--- config.mk ---
export PLATFORM = sky130hd
export DESIGN_NAME = input_debouncer
export DESIGN_NICKNAME = d
export VERILOG_FILES = /design/src/rtl/input_debouncer_pkg.sv /design/src/rtl/input_debouncer_sync_2ff.sv /design/src/rtl/input_debouncer.sv
export SDC_FILE = /design/constraint.sdc
export NUM_CORES = 1
export LEC_CHECK = 0
export ABC_AREA = 1
export BUFFER_PORTS_ARGS = -buffer_cell sky130_fd_sc_hd__buf_2
export CORE_AREA = 5 5 42 44
export CTS_BUF_LIST = sky130_fd_sc_hd__clkbuf_4
export CTS_CLUSTER_SIZE = 14
export DETAILED_ROUTE_END_ITERATION = 12
export DIE_AREA = 0 0 47 49
export PLACE_DENSITY = 0.58
export SKIP_CTS_REPAIR_TIMING = 1
export SLEW_MARGIN = 20
export SYNTH_ARGS = -nofsm -noshare
export SYNTH_HDL_FRONTEND = slang
export SYNTH_SLANG_ARGS = --single-unit
--- constraint.sdc ---
create_clock -name clk -period 1.11 [get_ports clk]
set_input_delay 0.222 -clock clk [delete_from_list [all_inputs] [get_ports clk]]
set_output_delay 0.222 -clock clk [all_outputs]
set_load 0.005 [all_outputs]
--- src/rtl/input_debouncer_pkg.sv ---
// Shared definitions for the input debouncer: FSM state encoding and the
// default stability window length.
package input_debouncer_pkg;

  typedef enum logic {
    ST_IDLE  = 1'b0,
    ST_CHECK = 1'b1
  } state_t;

  localparam int DEF_STABLE_CYCLES = 8;

endpackage

--- src/rtl/input_debouncer_sync_2ff.sv ---
// Two-flop synchronizer for a single asynchronous level input.
// Both flops reset to RST_VAL so the synchronized level is well defined
// while reset is asserted. Reusable by any input stage.
module sync_2ff #(
  parameter logic RST_VAL = 1'b0
) (
  input  logic clk,
  input  logic rstn,
  input  logic async_in,
  output logic sync_out
);

  logic meta_p0;

  // First flop may go metastable; second flop gives it a full cycle to settle.
  always_ff @(posedge clk or negedge rstn) begin
    if (!rstn) begin
      meta_p0  <= RST_VAL;
      sync_out <= RST_VAL;
    end else begin
      meta_p0  <= async_in;
      sync_out <= meta_p0;
    end
  end

endmodule

--- src/rtl/input_debouncer.sv ---
// Input debouncer: accepts a new level on d only after STABLE_CYCLES
// consecutive identical samples that differ from the current d, and
// marks each accepted change with a one-cycle rise or fall pulse.
// Optional macro DEBOUNCE_SYNC_EN inserts a 2-FF synchronizer in front of
// the FSM so that in may be asynchronous to clk (adds two edges of latency).
module input_debouncer
  import input_debouncer_pkg::*;
#(
  parameter int   STABLE_CYCLES = DEF_STABLE_CYCLES,
  parameter int   CNT_W         = 4,
  parameter logic RST_VAL       = 1'b0
) (
  input  logic clk,
  input  logic rstn,
  input  logic in,
  output logic d,
  output logic rise,
  output logic fall
);

  // Reject parameter sets where the window is too short or the counter
  // cannot represent STABLE_CYCLES-1.
  if (STABLE_CYCLES < 2 || (2 ** CNT_W) < STABLE_CYCLES) begin : g_param_err
    $error("input_debouncer: STABLE_CYCLES=%0d illegal for CNT_W=%0d",
           STABLE_CYCLES, CNT_W);
  end

  localparam logic [CNT_W-1:0] CNT_LAST = CNT_W'(STABLE_CYCLES - 1);

  logic             s;
  state_t           state, state_nxt;
  logic [CNT_W-1:0] cnt, cnt_nxt;
  logic             d_nxt;
  logic             accept;

`ifdef DEBOUNCE_SYNC_EN
  sync_2ff #(
    .RST_VAL (RST_VAL)
  ) u_sync (
    .clk      (clk),
    .rstn     (rstn),
    .async_in (in),
    .sync_out (s)
  );
`else
  assign s = in;
`endif

  // State, stability counter and accepted level registers.
  always_ff @(posedge clk or negedge rstn) begin
    if (!rstn) begin
      state <= ST_IDLE;
      cnt   <= '0;
      d     <= RST_VAL;
    end else begin
      state <= state_nxt;
      cnt   <= cnt_nxt;
      d     <= d_nxt;
    end
  end

  // Next-state logic: count consecutive samples that differ from d; any
  // sample equal to d abandons the count, so a window must restart cleanly.
  always_comb begin
    state_nxt = state;
    cnt_nxt   = cnt;
    d_nxt     = d;
    accept    = 1'b0;
    case (state)
      ST_IDLE: begin
        if (s != d) begin
          state_nxt = ST_CHECK;
          cnt_nxt   = CNT_W'(1);
        end
      end
      ST_CHECK: begin
        if (s == d) begin
          state_nxt = ST_IDLE;
          cnt_nxt   = '0;
        end else if (cnt == CNT_LAST) begin
          d_nxt     = s;
          accept    = 1'b1;
          state_nxt = ST_IDLE;
          cnt_nxt   = '0;
        end else begin
          cnt_nxt = cnt + 1'b1;
        end
      end
      default: begin
        state_nxt = ST_IDLE;
        cnt_nxt   = '0;
      end
    endcase
  end

  // Edge pulses are registered alongside d so they line up with its change.
  always_ff @(posedge clk or negedge rstn) begin
    if (!rstn) begin
      rise <= 1'b0;
      fall <= 1'b0;
    end else begin
      rise <= accept & d_nxt;
      fall <= accept & ~d_nxt;
    end
  end

endmodule

==> results of run 1 <==
## placed cells by master (no fill, tap or decap), drive strengths merged
master and instances:
nor2 4, inv 11, dlygate4sd3 1, nor3 1
dfrtp 8, nand3 4, o21ai 1, nand2 15
or2 1, nand4 1, xnor2 1, a22oi 1
clkbuf 3, buf 9, ha 1
## power groups by stage
stage          Clock (mW)  Combinational (mW)  Sequential [mW]
5_1_grt             0.248               0.423            0.449
3_5_place_dp            0               0.312            0.421
4_1_cts             0.226               0.314            0.416
3_3_place_gp            0               0.307            0.418
6_report            0.215               0.372            0.436
2_1_floorplan           0               0.172            0.426
## routing by layer
metal  vias to the layer above  global-route usage (%)  part of all wire [%]
met2                         9                    9.28                    45
met1                       145                    9.98                    47
met4                         0                    4.15                   2.3
li1                        175                       -                     -
met3                         2                    3.32                   6.1
met5                         -                       0                     0
## state kept, by name (all words and copies together) (netlist names)
register,cells
cnt,4
rise,1
state,1
d,1
fall,1
## worst paths after layout
path                                         start                  to  slack (ns)  cells after the start
min in group asynchronous                     rstn  cnt[3]$_DFFE_PN0P_        0.34                      2
worst max register to register  cnt[1]$_DFFE_PN0P_         d$_DFF_PN0_        0.02                      6
worst max-delay path            cnt[1]$_DFFE_PN0P_         d$_DFF_PN0_        0.02                      6
worst min-delay path                            in      rise$_DFF_PN0_        0.25                      3
worst min register to register  cnt[3]$_DFFE_PN0P_  cnt[3]$_DFFE_PN0P_        0.52                      2
max in group asynchronous                     rstn  cnt[1]$_DFFE_PN0P_        0.60                      2
## cell families (layout without fill, tap and decap cells)
group,after synthesis,after routing,synth area share (%)
and+or+nand+nor,26,26,30.6
buffers and inverters,11,24,10.4
DFF,8,8,50.5
AOI/OAI and AO/OA,2,2,3.15
adders and majority gates,1,1,3.15
xor gates and xnor gates,1,1,2.21
## worst reg2reg max path, stage by stage (launching register included)
cell	delay (ns)
dfrtp_1	0.39
ha_4	0.17
nand3_4	0.09
nor2_4	0.14
nand2_1	0.07
o21ai_1	0.08
inv_1	0.05
## cell type report
cell class,count,area (um2)
Clock buffer,3,22.5
Timing Repair Buffer,10,65.1
Multi-Input combinational cell,30,185
Inverter,11,41.3
Fill cell,159,867
Sequential cell,8,200
Tap cell,16,20.0
==> impl_results.html, run 1 <==
<table>
<tr><th>Metric</th><th>Value</th></tr>
<tr><th colspan="2">Run status</th></tr>
<tr><td>Outcome</td><td>completed</td></tr>
<tr><th colspan="2">Yosys</th></tr>
<tr><td>Main area contributors after synthesis</td><td>dfrtp_1, nand2_1, inv_1, nand3_1, ha_1</td></tr>
<tr><td>Share of Yosys cell area claimed by the top area cell type</td><td>50.5%</td></tr>
<tr><td>Post-synth ARST share</td><td>100%</td></tr>
<tr><td>Most frequent cell after synthesis</td><td>nand2_1</td></tr>
<tr><td>Netlist area before placement</td><td>397 um2</td></tr>
<tr><td>Cell type with the highest aggregate area in the netlist</td><td>dfrtp_1</td></tr>
<tr><td>Unique masters post-synth</td><td>14</td></tr>
<tr><td>Register area share after synthesis</td><td>50.5%</td></tr>
<tr><td>Ys flop type</td><td>dfrtp_1</td></tr>
<tr><td>Number of warning messages in the yosys log</td><td>0</td></tr>
<tr><td>EDFF count, synth</td><td>0</td></tr>
<tr><td>Cells after Synth</td><td>49</td></tr>
<tr><td>Commonest cells in the synthesized netlist</td><td>nand2_1, inv_1, dfrtp_1</td></tr>
<tr><td>#FFs+latches synth</td><td>8</td></tr>
<tr><td>Net count of the mapped netlist</td><td>53</td></tr>
<tr><td>Mean Syn Cell Area</td><td>8.09 um2</td></tr>
<tr><th colspan="2">Floorplanning</th></tr>
<tr><td>Die Area</td><td>2300 um2</td></tr>
<tr><td>Die boundary height</td><td>49 um</td></tr>
<tr><td>Floorplan row count</td><td>14</td></tr>
<tr><td>Effective utilization at floorplan</td><td>28.3%</td></tr>
<tr><td>Core box area</td><td>1400 um2</td></tr>
<tr><td>Width of the die</td><td>47 um</td></tr>
<tr><td>Top-level port count</td><td>6</td></tr>
<tr><th colspan="2">STA</th></tr>
<tr><td>Final setup margin</td><td>0.0187 ns</td></tr>
<tr><td>Final setup TNS</td><td>0 ns</td></tr>
<tr><td>FMAX</td><td>916 MHz</td></tr>
<tr><td>Final number of max-transition violations</td><td>0</td></tr>
<tr><td>Worst relative slew slack</td><td>85.1%</td></tr>
<tr><td>Tightest Pin Transition</td><td>0.224 ns</td></tr>
<tr><td>Share of the clock period used by the worst path after layout</td><td>98.3%</td></tr>
<tr><td>Minimum period implied by the final worst setup slack</td><td>1.09 ns</td></tr>
<tr><td>Endpoints failing hold</td><td>0</td></tr>
<tr><td>Worst Clk Skew</td><td>0.000102 ns</td></tr>
<tr><td>Setup repair after global routing missed its margin</td><td>yes</td></tr>
<tr><td>Setup violation total in the final timing report</td><td>0</td></tr>
<tr><td>Hold slack final</td><td>0.254 ns</td></tr>
<tr><th colspan="2">Worst setup path</th></tr>
<tr><td>Cell family with the largest share of critical-path delay</td><td>flip-flops</td></tr>
<tr><td>Critical path's slowest cell</td><td>dfrtp_1</td></tr>
<tr><td>WP buf/inv</td><td>1</td></tr>
<tr><td>Max FO, Critical Path</td><td>3</td></tr>
<tr><td>Critical path data required time</td><td>1.25 ns</td></tr>
<tr><td>Category of the worst setup path capture point</td><td>flip-flop</td></tr>
<tr><td>Type of the worst setup path</td><td>flip-flop to flip-flop</td></tr>
<tr><td>Worst Path Arrival</td><td>1.23 ns</td></tr>
<tr><td>Ordered cell list for the critical path</td><td>ha_4 &gt; nand3_4 &gt; nor2_4 &gt; nand2_1 &gt; o21ai_1 &gt; inv_1</td></tr>
<tr><td>Category of the worst setup path launch point</td><td>flip-flop</td></tr>
<tr><td>Peak per-stage delay on the critical path</td><td>0.39 ns</td></tr>
<tr><th colspan="2">Route</th></tr>
<tr><td>Initial drt markers</td><td>7</td></tr>
<tr><td>Detailed-router iteration count before antenna repair</td><td>4</td></tr>
<tr><td>DRC Markers</td><td>0</td></tr>
<tr><td>Vias after detailed routing</td><td>331</td></tr>
<tr><td>Final Routed Wirelength</td><td>732 um</td></tr>
<tr><td>Routed Antenna Nets</td><td>0</td></tr>
<tr><td>Detail-routed via count per cell</td><td>4.24</td></tr>
<tr><td>WL per Instance</td><td>9.38 um</td></tr>
<tr><th colspan="2">Clock tree</th></tr>
<tr><td>TritonCTS Sinks</td><td>8</td></tr>
<tr><td>CTS Buf Count</td><td>3</td></tr>
<tr><td>H-tree level count</td><td>1</td></tr>
<tr><td>CTS Buffer Depth</td><td>2</td></tr>
<tr><td>TritonCTS clock tree</td><td>done</td></tr>
<tr><td>Clock-pin slew on the worst setup and hold paths</td><td>0.05 ns</td></tr>
<tr><td>Master cell of the clock root buffer</td><td>clkbuf_4</td></tr>
<tr><td>Worst-skew pair later-pin latency</td><td>0.25 ns</td></tr>
<tr><th colspan="2">Place</th></tr>
<tr><td>Last weighted congestion value of the routability-driven placer</td><td>0.720</td></tr>
<tr><td>Worst slack at placement</td><td>-0.00852 ns</td></tr>
<tr><td>Total of buffers placed on input and output ports</td><td>5</td></tr>
<tr><td>Placed cell areas</td><td>464 um2</td></tr>
<tr><td>Placed Instances</td><td>73</td></tr>
<tr><td>Post-DP HPWL</td><td>571 um</td></tr>
<tr><th colspan="2">Cells and area</th></tr>
<tr><td>P&amp;R area growth vs syn</td><td>34.7%</td></tr>
<tr><td>Layout Cell Area excl Fill</td><td>534 um2</td></tr>
<tr><td>Nets</td><td>68</td></tr>
<tr><td>Layout cells sized above 1</td><td>30.6%</td></tr>
<tr><td>Non-filler instance count after layout</td><td>78</td></tr>
<tr><td>Final core occ</td><td>38.1%</td></tr>
<tr><td>Antenna diode count</td><td>0</td></tr>
<tr><th colspan="2">Pwr</th></tr>
<tr><td>Maximum resistive drop on vdd</td><td>965 uV</td></tr>
<tr><td>Internal portion of total power</td><td>0.677 mW</td></tr>
<tr><td>Proportion of total power due to net switching</td><td>33.8%</td></tr>
<tr><td>Total power after layout</td><td>1.02 mW</td></tr>
<tr><td>Part of the total power dissipated in the clock network</td><td>21.1%</td></tr>
<tr><td>Power spent charging and discharging nets</td><td>0.346 mW</td></tr>
<tr><td>Pwr dens</td><td>1920 nW/um2</td></tr>
<tr><td>Combinational cell fraction of total power</td><td>36.4%</td></tr>
<tr><td>Share of power burned in registers</td><td>42.6%</td></tr>
<tr><td>Static leakage</td><td>0.301 nW</td></tr>
<tr><th colspan="2">Global routing</th></tr>
<tr><td>Vias in the first global route</td><td>316</td></tr>
<tr><td>Number of antenna violations at the first check in global routing</td><td>0</td></tr>
<tr><td>Pin count of the biggest net entering global routing</td><td>9</td></tr>
<tr><td>First-pass GRT wire length</td><td>1200 um</td></tr>
<tr><td>GRT Resource Usage Total</td><td>7.33%</td></tr>
<tr><td>Residual overflow from global routing</td><td>0</td></tr>
<tr><th colspan="2">Min path</th></tr>
<tr><td>Path type of the worst min-delay path</td><td>input port to flip-flop</td></tr>
<tr><th colspan="2">Run</th></tr>
<tr><td>Number of maximum-capacitance constraint violations</td><td>0</td></tr>
</table>
No activity file was read; power rests on OpenSTA's default activity.
==> run 2: changes to the inputs <==
--- a/config.mk
+++ b/config.mk
@@ -5,14 +5,13 @@
 export SDC_FILE = /design/constraint.sdc
 export NUM_CORES = 1
 export LEC_CHECK = 0
-export ABC_AREA = 1
 export BUFFER_PORTS_ARGS = -buffer_cell sky130_fd_sc_hd__buf_2
 export CORE_AREA = 5 5 42 44
 export CTS_BUF_LIST = sky130_fd_sc_hd__clkbuf_4
 export CTS_CLUSTER_SIZE = 14
 export DETAILED_ROUTE_END_ITERATION = 12
 export DIE_AREA = 0 0 47 49
-export PLACE_DENSITY = 0.58
+export PLACE_DENSITY = 0.56
 export SKIP_CTS_REPAIR_TIMING = 1
 export SLEW_MARGIN = 20
 export SYNTH_ARGS = -nofsm -noshare
==> run 2 against run 1 <==
The run now ends with negative setup slack left. Total power is 27% higher. Clock-buffer cell count grew 1. Non-clock buffer count increased by 7. Synthesized cell count down 35%. Register-to-register slack got worse by 0.22 ns. Via count is 2.4% lower. Final area increased by 15%. Sequential share of layout area decreased by 4.7 points. Largest cell class is now multi-input gates. Largest power group is now combinational logic.
==> impl_results.html, run 2 <==
<table>
<tr><th>Metric</th><th>Value</th></tr>
<tr><th colspan="2">Yosys</th></tr>
<tr><td>Cell type with the highest aggregate area in the netlist</td><td>dfrtp_1</td></tr>
<tr><td>Commonest cells in the synthesized netlist</td><td>dfrtp_1, nand3_1</td></tr>
<tr><td>Netlist area before placement</td><td>379 um2</td></tr>
<tr><td>EDFF count, synth</td><td>0</td></tr>
<tr><td>Ys flop type</td><td>dfrtp_1</td></tr>
<tr><td>Cells after Synth</td><td>32</td></tr>
<tr><td>Share of Yosys cell area claimed by the top area cell type</td><td>52.8%</td></tr>
<tr><td>Post-synth ARST share</td><td>100%</td></tr>
<tr><td>Most frequent cell after synthesis</td><td>dfrtp_1</td></tr>
<tr><td>Number of warning messages in the yosys log</td><td>0</td></tr>
<tr><td>Mean Syn Cell Area</td><td>11.8 um2</td></tr>
<tr><td>Unique masters post-synth</td><td>19</td></tr>
<tr><td>Main area contributors after synthesis</td><td>dfrtp_1, nand4b_1, nand3_1, nand3b_1, nor3b_1</td></tr>
<tr><td>Net count of the mapped netlist</td><td>36</td></tr>
<tr><td>Register area share after synthesis</td><td>52.8%</td></tr>
<tr><td>#FFs+latches synth</td><td>8</td></tr>
<tr><th colspan="2">Run</th></tr>
<tr><td>Number of maximum-capacitance constraint violations</td><td>0</td></tr>
<tr><th colspan="2">Floorplanning</th></tr>
<tr><td>Die boundary height</td><td>49 um</td></tr>
<tr><td>Core box area</td><td>1400 um2</td></tr>
<tr><td>Floorplan row count</td><td>14</td></tr>
<tr><td>Top-level port count</td><td>6</td></tr>
<tr><td>Die Area</td><td>2300 um2</td></tr>
<tr><td>Effective utilization at floorplan</td><td>27.1%</td></tr>
<tr><td>Width of the die</td><td>47 um</td></tr>
<tr><th colspan="2">Pwr</th></tr>
<tr><td>Static leakage</td><td>0.284 nW</td></tr>
<tr><td>Proportion of total power due to net switching</td><td>33.2%</td></tr>
<tr><td>Share of power burned in registers</td><td>33.6%</td></tr>
<tr><td>Combinational cell fraction of total power</td><td>44.6%</td></tr>
<tr><td>Power spent charging and discharging nets</td><td>0.432 mW</td></tr>
<tr><td>Pwr dens</td><td>2110 nW/um2</td></tr>
<tr><td>Internal portion of total power</td><td>0.869 mW</td></tr>
<tr><td>Maximum resistive drop on vdd</td><td>913 uV</td></tr>
<tr><td>Part of the total power dissipated in the clock network</td><td>21.8%</td></tr>
<tr><th colspan="2">Cells and area</th></tr>
<tr><td>Commonest cells after routing, fill and taps aside</td><td>buf_4, dfrtp_1, clkbuf_4, buf_2, buf_6</td></tr>
<tr><td>Most flop-heavy register</td><td>cnt</td></tr>
<tr><td>P&amp;R area growth vs syn</td><td>62.4%</td></tr>
<tr><td>Most common library cell in the layout ignoring fill and taps</td><td>buf_4</td></tr>
<tr><td>Footprint of the multi-input gates</td><td>229 um2</td></tr>
<tr><td>Layout cells sized above 1</td><td>63.5%</td></tr>
<tr><td>Largest register FFs</td><td>4</td></tr>
<tr><td>Final core occ</td><td>43.9%</td></tr>
<tr><td>Number of fillers in the final layout</td><td>141</td></tr>
<tr><td>Antenna diode count</td><td>0</td></tr>
<tr><td>Nets</td><td>57</td></tr>
<tr><td>Sequential Area</td><td>201 um2</td></tr>
<tr><td>Non-filler instance count after layout</td><td>68</td></tr>
<tr><td>Layout Cell Area excl Fill</td><td>616 um2</td></tr>
<tr><th colspan="2">Worst setup path</th></tr>
<tr><td>Max FO, Critical Path</td><td>3</td></tr>
<tr><td>Category of the worst setup path capture point</td><td>flip-flop</td></tr>
<tr><td>Type of the worst setup path</td><td>flip-flop to flip-flop</td></tr>
<tr><td>Worst-case reg-to-reg path depth</td><td>4</td></tr>
<tr><td>RR Endpoint</td><td>d$_DFF_PN0_</td></tr>
<tr><td>Worst Path Arrival</td><td>1.46 ns</td></tr>
<tr><td>Launching point of the worst reg2reg path</td><td>cnt[1]$_DFFE_PN0P_</td></tr>
<tr><td>Worst-case register-to-register setup slack</td><td>-0.20 ns</td></tr>
<tr><td>Critical path data required time</td><td>1.26 ns</td></tr>
<tr><td>Category of the worst setup path launch point</td><td>flip-flop</td></tr>
<tr><th colspan="2">Global routing</th></tr>
<tr><td>GRT Resource Usage Total</td><td>8.23%</td></tr>
<tr><td>Residual overflow from global routing</td><td>0</td></tr>
<tr><td>Vias in the first global route</td><td>299</td></tr>
<tr><td>First-pass GRT wire length</td><td>1320 um</td></tr>
<tr><td>Pin count of the biggest net entering global routing</td><td>9</td></tr>
<tr><td>Number of antenna violations at the first check in global routing</td><td>0</td></tr>
<tr><th colspan="2">Run status</th></tr>
<tr><td>Failing checks</td><td>negative setup slack</td></tr>
<tr><td>Outcome</td><td>finished with violations</td></tr>
<tr><th colspan="2">Route</th></tr>
<tr><td>WL per Instance</td><td>13.0 um</td></tr>
<tr><td>Initial drt markers</td><td>12</td></tr>
<tr><td>Vias after detailed routing</td><td>323</td></tr>
<tr><td>Detailed-router iteration count before antenna repair</td><td>2</td></tr>
<tr><td>Final Routed Wirelength</td><td>883 um</td></tr>
<tr><td>Routed Antenna Nets</td><td>0</td></tr>
<tr><td>DRC Markers</td><td>0</td></tr>
<tr><td>Detail-routed via count per cell</td><td>4.75</td></tr>
<tr><th colspan="2">Clock tree</th></tr>
<tr><td>TritonCTS clock tree</td><td>done</td></tr>
<tr><td>CTS Buf Count</td><td>3</td></tr>
<tr><td>CTS Buffer Depth</td><td>2</td></tr>
<tr><td>H-tree level count</td><td>1</td></tr>
<tr><td>Master cell of the clock root buffer</td><td>clkbuf_4</td></tr>
<tr><td>TritonCTS Sinks</td><td>8</td></tr>
<tr><td>Worst-skew pair later-pin latency</td><td>0.27 ns</td></tr>
<tr><td>Clock-pin slew on the worst setup and hold paths</td><td>0.06 ns</td></tr>
<tr><th colspan="2">STA</th></tr>
<tr><td>FMAX</td><td>764 MHz</td></tr>
<tr><td>Tightest Pin Transition</td><td>0.192 ns</td></tr>
<tr><td>Final setup margin</td><td>-0.199 ns</td></tr>
<tr><td>Final number of max-transition violations</td><td>0</td></tr>
<tr><td>Endpoints failing hold</td><td>0</td></tr>
<tr><td>Minimum period implied by the final worst setup slack</td><td>1.31 ns</td></tr>
<tr><td>Setup violation total in the final timing report</td><td>6</td></tr>
<tr><td>Setup repair after global routing missed its margin</td><td>yes</td></tr>
<tr><td>Worst Clk Skew</td><td>0.00446 ns</td></tr>
<tr><td>Share of the clock period used by the worst path after layout</td><td>118%</td></tr>
<tr><td>Worst relative slew slack</td><td>87.2%</td></tr>
<tr><td>Hold slack final</td><td>0.311 ns</td></tr>
<tr><th colspan="2">Place</th></tr>
<tr><td>Worst slack at placement</td><td>-0.193 ns</td></tr>
<tr><td>Total of buffers placed on input and output ports</td><td>5</td></tr>
<tr><td>Last weighted congestion value of the routability-driven placer</td><td>0.665</td></tr>
<tr><td>Placed Instances</td><td>64</td></tr>
<tr><td>Placed cell areas</td><td>522 um2</td></tr>
<tr><td>Post-DP HPWL</td><td>606 um</td></tr>
<tr><th colspan="2">Min path</th></tr>
<tr><td>Path type of the worst min-delay path</td><td>input port to flip-flop</td></tr>
<tr><td>Hold wc startpoint</td><td>in</td></tr>
<tr><td>Terminating pin of the worst hold path</td><td>fall$_DFF_PN0_</td></tr>
<tr><td>Worst Hold Depth</td><td>3</td></tr>
</table>
==> run 2: cell count changes after synthesis, sizes merged, moves of 2 or more <==
cell	delta
nor2	-4
nand2	-13
nand3b	+2
nand4b	+2
inv	-11
nor3b	+2
==> run 2: worst max path at each step <==
| stage | start | end | slack, ns | cells past startpoint |
|---|---|---|---|---|
| final | cnt[1]$_DFFE_PN0P_ | d$_DFF_PN0_ | -0.20 | 4 |
| after detailed placement | cnt[1]$_DFFE_PN0P_ | cnt[3]$_DFFE_PN0P_ | -0.19 | 3 |
| after CTS | cnt[1]$_DFFE_PN0P_ | cnt[3]$_DFFE_PN0P_ | -0.21 | 3 |
| after global placement | cnt[1]$_DFFE_PN0P_ | d$_DFF_PN0_ | -0.18 | 4 |
| after floorplan | d$_DFF_PN0_ | cnt[3]$_DFFE_PN0P_ | -0.21 | 3 |
| after global routing | cnt[1]$_DFFE_PN0P_ | cnt[3]$_DFFE_PN0P_ | -0.25 | 3 |
==> run 2: area by class of cell <==
| type | instances | area share, % |
|---|---|---|
| clock buffers | 4 | 4.88 |
| flip-flops and latches | 8 | 32.7 |
| multi-input cells | 23 | 37.2 |
| well taps | 16 | 3.25 |
| repair buffers | 17 | 22.0 |
==> run 2: power groups by stage <==
stage / clock [mW] / sequential (mW) / combinational (mW)
final: 0.284 / 0.437 / 0.580
after global routing: 0.306 / 0.453 / 0.640
after CTS: 0.288 / 0.434 / 0.489
after detailed placement: 0 / 0.440 / 0.488
after global placement: 0 / 0.436 / 0.490
after floorplan: 0 / 0.438 / 0.226
==> run 2: through the flow <==
| stage | TNS [ns] | total power, mW |
|---|---|---|
| after floorplan | -0.385 | 0.664 |
| final | -0.672 | 1.30 |
| after global routing | -0.998 | 1.40 |
| after CTS | -0.899 | 1.21 |
| after global placement | -0.694 | 0.926 |
| after detailed placement | -0.720 | 0.928 |
==> run 2: cells by family after synthesis <==
kind of cell	synth area share (%)
and+or+nand+nor	26.1
DFF	52.8
AOI/OAI and AO/OA	9.24
xor gates and xnor gates	4.62
buffers and inverters	0.989
muxes	2.97
adders and majority gates	3.30
==> run 2: layer usage <==
metal / track usage [%] / vias to the layer above / part of all wire (%)
met5: 0 / - / 0
met4: 1.38 / 0 / 0
met3: 5.54 / 0 / 5.9
met2: 12.4 / 7 / 51
met1: 9.68 / 156 / 43
li1: - / 160 / -
==> run 2: critical path: stages, from the launching register on <==
cell and delay, ns:
dfrtp_1 0.38, ha_2 0.19, and3b_2 0.22, nand2_2 0.10
mux2_4 0.30
